`config.mk`:
```
export PLATFORM = sky130hd
export DESIGN_NAME = inp_serializer
export DESIGN_NICKNAME = d
export VERILOG_FILES = /design/src/rtl/ser_pkg.sv /design/src/rtl/inp_serializer.sv
export SDC_FILE = /design/constraint.sdc
export NUM_CORES = 1
export LEC_CHECK = 0
export CAP_MARGIN = 20
export CELL_PAD_IN_SITES_DETAIL_PLACEMENT = 1
export CELL_PAD_IN_SITES_GLOBAL_PLACEMENT = 1
export CORE_MARGIN = 4
export CORE_UTILIZATION = 38
export CTS_CLUSTER_SIZE = 14
export DETAILED_ROUTE_END_ITERATION = 7
export PLACE_DENSITY_LB_ADDON = 0.1
export SYNTH_ARGS = -nofsm -noshare
export SYNTH_HDL_FRONTEND = slang
export SYNTH_SLANG_ARGS = --single-unit
```
`constraint.sdc`:
```
create_clock -name clk -period 3.5 [get_ports clk]
set_input_delay 0.7 -clock clk [delete_from_list [all_inputs] [get_ports clk]]
set_output_delay 0.7 -clock clk [all_outputs]
set_load 0.03 [all_outputs]
```
`src/rtl/ser_pkg.sv`:
```
// Shared types and defaults for the serial stimulus stage that feeds the sequence detectors.
// S_PARITY exists in every build so the state encoding stays the same whether SER_PARITY_EN is defined or not.
package ser_pkg;

    typedef enum logic [1:0] {
        S_IDLE   = 2'd0,
        S_SHIFT  = 2'd1,
        S_PARITY = 2'd2
    } ser_state_e;

    localparam int SER_W_DEF = 8;

endpackage

```
`src/rtl/inp_serializer.sv`:
```
// Parallel-to-serial stage: takes words over valid/ready and shifts them out on INP one bit per clock.
// Optional macro SER_PARITY_EN appends one even-parity bit to every word.
//
// state    | meaning
// S_IDLE   | nothing in flight, INP at IDLE_LVL, ready for a word
// S_SHIFT  | INP carries payload bit cnt_q of the current word
// S_PARITY | INP carries the parity bit (SER_PARITY_EN only)
module inp_serializer
    import ser_pkg::*;
#(
    parameter int W         = SER_W_DEF,
    parameter bit MSB_FIRST = 1'b1,
    parameter bit IDLE_LVL  = 1'b0
) (
    input  logic         clk,
    input  logic         nres,
    input  logic [W-1:0] data_in,
    input  logic         data_valid,
    output logic         data_ready,
    output logic         INP,
    output logic         bit_valid,
    output logic         busy
);

    localparam int CW = $clog2(W);
    localparam logic [CW-1:0] CNT_LAST = CW'(W - 1);

    ser_state_e    state_q, state_d;
    logic [CW-1:0] cnt_q, cnt_d;
    logic [W-1:0]  sh_q, sh_d;
    logic          inp_q, inp_d;
    logic          bv_q, bv_d;
    logic          open_c;
    logic          accept_c;
`ifdef SER_PARITY_EN
    logic          par_q, par_d;
`endif

    always_comb begin
        state_d = state_q;
        cnt_d   = cnt_q;
        sh_d    = sh_q;
        inp_d   = inp_q;
        bv_d    = bv_q;
`ifdef SER_PARITY_EN
        par_d   = par_q;
`endif
        // open_c marks the cycles in which a new word may be taken: idle, or the last bit of a word.
        case (state_q)
            S_IDLE:  open_c = 1'b1;
`ifdef SER_PARITY_EN
            S_SHIFT: open_c = 1'b0;
`else
            S_SHIFT: open_c = (cnt_q == CNT_LAST);
`endif
            default: open_c = 1'b1;
        endcase
        data_ready = open_c & nres;
        accept_c   = data_valid & data_ready;

        if (accept_c) begin
            state_d = S_SHIFT;
            cnt_d   = '0;
            inp_d   = MSB_FIRST ? data_in[W-1] : data_in[0];
            sh_d    = MSB_FIRST ? (data_in << 1) : (data_in >> 1);
            bv_d    = 1'b1;
`ifdef SER_PARITY_EN
            par_d   = ^data_in;
`endif
        end else begin
            case (state_q)
                S_IDLE: ;
                S_SHIFT: begin
                    if (cnt_q == CNT_LAST) begin
`ifdef SER_PARITY_EN
                        state_d = S_PARITY;
                        inp_d   = par_q;
                        bv_d    = 1'b1;
`else
                        state_d = S_IDLE;
                        cnt_d   = '0;
                        inp_d   = IDLE_LVL;
                        bv_d    = 1'b0;
`endif
                    end else begin
                        cnt_d = cnt_q + CW'(1);
                        inp_d = MSB_FIRST ? sh_q[W-1] : sh_q[0];
                        sh_d  = MSB_FIRST ? (sh_q << 1) : (sh_q >> 1);
                    end
                end
                default: begin
                    state_d = S_IDLE;
                    cnt_d   = '0;
                    inp_d   = IDLE_LVL;
                    bv_d    = 1'b0;
                end
            endcase
        end
    end

    always_ff @(posedge clk or negedge nres) begin
        if (!nres) begin
            state_q <= S_IDLE;
            cnt_q   <= '0;
            sh_q    <= '0;
            inp_q   <= IDLE_LVL;
            bv_q    <= 1'b0;
`ifdef SER_PARITY_EN
            par_q   <= 1'b0;
`endif
        end else begin
            state_q <= state_d;
            cnt_q   <= cnt_d;
            sh_q    <= sh_d;
            inp_q   <= inp_d;
            bv_q    <= bv_d;
`ifdef SER_PARITY_EN
            par_q   <= par_d;
`endif
        end
    end

    assign INP       = inp_q;
    assign bit_valid = bv_q;
    assign busy      = (state_q != S_IDLE);

endmodule
```
==> results of run 1 <==
==> state kept, by name (all words and copies together), names as in the netlist <==
signal	cells
INP	1
bit_valid	1
cnt_q	3
sh_q	7
==> area by class of cell <==
cell class	count	area, sq um
clock buffers	3	22.52
fillers	149	616.8
inverters	1	3.754
multi-input cells	33	256.5
flip-flops and latches	12	300.3
well taps	15	18.77
repair buffers	15	147.6
==> per-stage QoR <==
stage                     cells  total power (uW)  worst slack, ns  util, %
after floorplan              48             443.0            1.515        -
after global placement       76             507.7           0.8113    53.21
after detailed placement     76             520.0           0.8191    53.21
after CTS                    79             605.1           0.6731    54.85
after global routing         79             643.7           0.5970    54.85
final                        79             593.1           0.6955    54.85
==> metal layers <==
metal / part of all wire [%] / up-vias
met5: 0 / -
met3: 5.2 / 0
met1: 46 / 212
met2: 48 / 10
met4: 0 / 0
li1: - / 205
==> cell usage after synthesis <==
master   instances
and2_1           3
buf_4            1
ha_1             2
dfrtp_1         12
nor2_4           1
nor2b_4          1
or2b_1           1
a221o_1          7
a21oi_1          1
and2_2           6
nor2_2           1
inv_1            1
nand3_1          2
o21ai_0          1
nor2_1           2
nand2_1          3
buf_6            1
mux2i_1          2
==> cell usage in the layout, fill, tap and decap left out <==
| cell type | n |
|---|---|
| ha_1 | 2 |
| nand3_1 | 2 |
| and2_1 | 3 |
| a21oi_1 | 1 |
| nor2_4 | 1 |
| o21ai_0 | 1 |
| nor2_2 | 1 |
| inv_1 | 1 |
| clkdlybuf4s50_1 | 14 |
| nand2_1 | 3 |
| clkbuf_4 | 3 |
| mux2i_1 | 2 |
| a221o_1 | 7 |
| and2_2 | 6 |
| or2b_1 | 1 |
| nor2b_4 | 1 |
| nor2_1 | 2 |
| dfrtp_1 | 12 |
| buf_4 | 1 |
==> power breakdown <==
part	total, uW	leakage, uW	switching (uW)	internal [uW]
Combinational	281	0.000192	143	138
Sequential	231	0.000153	38.2	193
Clock	81.3	0.0000138	41.6	39.7
==> kinds of logic (layout without fill, tap and decap cells) <==
kind of cell    after synthesis  count (layout)  synth area share (%)
mux                           2               2                 3.456
buf+inv                       3              19                 3.887
simple gates                 20              20                 22.68
compound gates                9               9                 13.82
flops                        12              12                 51.84
fa+ha+maj                     2               2                 4.319
==> final timing paths <==
kind	to
setup / recovery	data_ready
hold / removal	sh_q[1]$_DFFE_PN0P_
setup reg to reg	sh_q[4]$_DFFE_PN0P_
hold reg to reg	sh_q[1]$_DFFE_PN0P_
max in group asynchronous	sh_q[4]$_DFFE_PN0P_
min in group asynchronous	cnt_q[1]$_DFFE_PN0P_
==> critical path: cells and delay by family, from the launching register on <==
family	cells	cell delay [ns]
AND/OR/NAND/NOR	2	0.44
flip-flops	1	0.39
adder cells (fa/ha/maj)	2	0.42
buffers and inverters	1	0.59
==> results.toml, run 1 <==
[run_status]
outcome = "finished clean"

[sta]
fin_worst_skew_ns = 0.006333
maxClockFrequency_mhz = 356.6
rsz0062_at_grt = "no"
period_share_pct = 80.13
maxSlewHeadroom_pct = 79.20
setup_violations = 0
tns_ns = 0
report.final.hold_viol_count = 0
holdWs_ns = 0.5038
max_slew.worst_pin.slew_ns = 0.3110
final_max_slew_viol_count = 0
period_needed_ns = 2.805

[worst_setup_path]
critPathMaxStageDelay_ns = 0.59
ff2ff_path_depth = 5
arrival_ns = 2.10
startpoint = "cnt_q[0]$_DFFE_PN0P_"
setup.reg_to_reg.worst_slack_ns = 1.84
endpoint_kind = "primary output"
worst_path_max_delay_cell = "clkdlybuf4s50_1"
cp_max_fo = 4
timing.setup.critical_path_class = "flip-flop to primary output"
r2r-start = "cnt_q[0]$_DFFE_PN0P_"
worstPathCellList = "ha_1, ha_1, or2b_1, and2_1, clkdlybuf4s50_1"
crit_path_start_kind = "flip-flop"
cp_most_frequent_cell = "ha_1"
required_time_of_the_critical_path_ns = 2.80

[power]
power_density_nw_per_um2 = 791.4
max-vdd-ir-drop_uv = 431.1
power.static_leakage_uw = 0.0003587

[global_route]
antenna_found_initial = 0
grt-busiest-layer = "met2"
grt_start_max_net_pins = 16
grt.total_usage_pct = 13.29
grt_pass1_wl_um = 2021
grt_util_met3_pct = 6.897
gr-usage-met1_pct = 15.20
via_count_of_the_first_global_routing_pass = 454
global_route.overflow_total = 0
met2_grt_util_pct = 22.76

[placed_design]
port_buffers = 14
detailed_place.area_sq_um = 726.9
dpl.hpwl_um = 877
globalplace.congestion = 0.6972

[drt]
drt-total-wl_um = 1182
drt-initial-drc-count = 3
detail_route.drc_violations = 0
avgRoutedWirePerCell_um = 14.96
drt-vias-per-instance = 5.405
ant_nets = 0
route.vias.total = 427
detail_route.first_pass.iterations = 3

[logic_synthesis]
synth_cell_type_count = 18
post_synth_main_area_contributors = "dfrtp_1, a221o_1, and2_2"
synthCells = 48
synthDominantCellAreaShare_pct = 51.84
synth_warnings = 0
synth_area_leader_cell = "dfrtp_1"
synth_seq_cells = 12
synth.net_count = 61
post_synth_instance_area_sq_um = 579.3
synth-seq-area-share_pct = 51.84
synth.avg_cell_area_sq_um = 12.07

[clock_tree]
cts-buffers-inserted = 3
max-clock-path-buffers = 2
cts.clk_slew.worst_paths_ns = 0.07
post_cts_repair_timing_setup_buffer_count = 0
clock_tree.root_cell = "clkbuf_4"
tritoncts_num_sinks = 12
cts_hold_repair.buffers = 0
worst_skew_pair.late_latency_ns = 0.27
cts_tree = "built"
cts_htree_levels = 1
cts_resized = 0

[min_path]
hold-path-cell-count = 2
holdCritStartpoint = "sh_q[1]$_DFFE_PN0P_"
hold_path_class = "flip-flop to flip-flop"

[floorplan]
die_width_um = 47.05
design.portCount = 15
die_h_um = 47.05
floorplan.rows = 13
floorplan.core_area_sq_um = 1366
start_util_pct = 42.40
die_area_sq_um = 2213

[flow_run]
max-cap-violations = 0

[cells_and_area]
drive_gt1_share_pct = 20.31
layout-area-overhead-vs-synth_pct = 29.37
num_antenna_cells = 0
final_area_sq_um = 749.5
num-nets-final = 79
Note: power is estimated with default switching activity, not from simulation.
==> run 2, diff against run 1 <==
- CORE_UTILIZATION: 38 -> 35
- clock period: 3.5 -> 2.6 ns (I/O delays scaled with it)
==> results.toml, run 2 (synthesis results as in run 1) <==
[placed_design]
placed_cells = 77
globalplace.congestion = 0.7128
port_buffers = 14
dpl.hpwl_um = 902
pre_cts_ws_ns = 0.4999

[drt]
avgRoutedWirePerCell_um = 14.79
detail_route.first_pass.iterations = 3
route.vias.total = 412
ant_nets = 0
detail_route.drc_violations = 0
drt-initial-drc-count = 8
drt-total-wl_um = 1183
drt-vias-per-instance = 5.150

[cells_and_area]
largest_register_ffs = 7
layout-area-overhead-vs-synth_pct = 29.16
num_antenna_cells = 0
layout_filler_cell_count = 169
mostFrequentLayoutCells = "clkdlybuf4s50_1, dfrtp_1, a221o_1"
drive_gt1_share_pct = 21.88
top_register = "sh_q"
reg.largest.list = "sh_q (7), cnt_q (3)"
layout.cells.non_filler = 80
layout.cells.most_common = "clkdlybuf4s50_1"
num-nets-final = 79

[global_route]
global_route.overflow_total = 0
antenna_found_initial = 0
via_count_of_the_first_global_routing_pass = 434
grt.total_usage_pct = 10.75
grt_pass1_wl_um = 2001
grt_start_max_net_pins = 12

[sta]
tns_ns = 0
setup_slack_ns = 0.3650
maxClockFrequency_mhz = 447.4
final_max_slew_viol_count = 0
period_needed_ns = 2.235
maxSlewHeadroom_pct = 79.90
setup_violations = 0
report.final.hold_viol_count = 0
max_slew.worst_pin.slew_ns = 0.3006
fin_worst_skew_ns = 0.0008304
period_share_pct = 85.96
rsz0062_at_grt = "no"

[power]
power.static_leakage_uw = 0.0003605
max-vdd-ir-drop_uv = 398.2
power_frac_seq_pct = 39.4
part_of_the_power_in_the_clock_network_pct = 13.8
power_density_nw_per_um2 = 1057
power.total_uw = 790.9
power.share.switching_pct = 37.62
internal_power_uw = 493.3
comb_power_share_pct = 46.9
switching_power_uw = 297.5

[worst_setup_path]
required_time_of_the_critical_path_ns = 2.08
r2r-start = "cnt_q[0]$_DFFE_PN0P_"
arrival_ns = 1.72
timing.setup.critical_path_class = "flip-flop to primary output"
startpoint = "cnt_q[0]$_DFFE_PN0P_"
endpoint_kind = "primary output"
cp_max_fo = 4
crit_path_start_kind = "flip-flop"

[clock_tree]
cts_hold_repair.buffers = 0
post_cts_repair_timing_setup_buffer_count = 0
worst_skew_pair.late_latency_ns = 0.26
cts_resized = 0
max-clock-path-buffers = 2
tritoncts_num_sinks = 12
cts_htree_levels = 1
cts-buffers-inserted = 3
clock_tree.root_cell = "clkbuf_4"
cts.clk_slew.worst_paths_ns = 0.07
cts_tree = "built"

[run_status]
outcome = "finished clean"

[floorplan]
floorplan.rows = 14
start_util_pct = 37.58
die_area_sq_um = 2370
design.portCount = 15
die_h_um = 48.69
floorplan.core_area_sq_um = 1541
die_width_um = 48.69

[min_path]
hold_path_class = "primary input to asynchronous set/reset pin"

[flow_run]
max-cap-violations = 0
-- run 2: changes by cell type in the layout (fill, tap and decap cells not counted) --
cell,before,now
buf_4,1,2
clkdlybuf4s50_1,14,13
-- run 2: critical path: stages (launching register included) --
cell and delay (ns):
dfrtp_1 0.40, ha_1 0.21, ha_1 0.21, or2b_1 0.29, and2_1 0.18, buf_4 0.16
-- run 2: worst paths after layout --
path	endpoint	slack, ns	cells past startpoint
max in group asynchronous	cnt_q[2]$_DFFE_PN0P_	1.73	2
min reg2reg	sh_q[1]$_DFFE_PN0P_	0.51	2
min in group clk	sh_q[1]$_DFFE_PN0P_	0.51	2
max	data_ready	0.36	5
max reg2reg	sh_q[7]$_DFFE_PN0P_	0.93	5
min	cnt_q[0]$_DFFE_PN0P_	0.47	1
-- run 2: per-stage QoR --
stage	hold WS, ns	instance area (sq um)	util [%]
final	0.4727	748.2	48.54
after CTS	0.4707	748.2	48.54
after floorplan	0.2244	579.3	-
after detailed placement	0.4808	725.7	47.08
after global placement	0.4900	725.7	47.08
after global routing	0.4897	748.2	48.54
-- run 2: power groups by stage --
stage / sequential, uW / combinational, uW / clock, uW
floorplan: 324 / 273 / 0
global placement: 314 / 380 / 0
detailed placement: 314 / 387 / 0
CTS: 312 / 386 / 114
global route: 323 / 417 / 122
finish: 311 / 371 / 109
-- run 2: final cells by class --
class	count	area, sq um	area share [%]
repair buffers	15	145.1	19.40
multi-input cells	33	256.5	34.28
flip-flops and latches	12	300.3	40.13
clock buffers	3	22.52	3.010
inverters	1	3.754	0.5017
well taps	16	20.02	2.676
-- run 2: routing by layer --
| layer | vias to the layer above | GRT usage, % | wire (um) | share of wire, % |
|---|---|---|---|---|
| met5 | - | 0 | 0 | 0 |
| met4 | 0 | 0 | 0 | 0 |
| met3 | 0 | 4.908 | 66 | 5.6 |
| met2 | 9 | 17.17 | 595 | 50 |
| met1 | 199 | 14.20 | 522 | 44 |
| li1 | 204 | - | - | - |
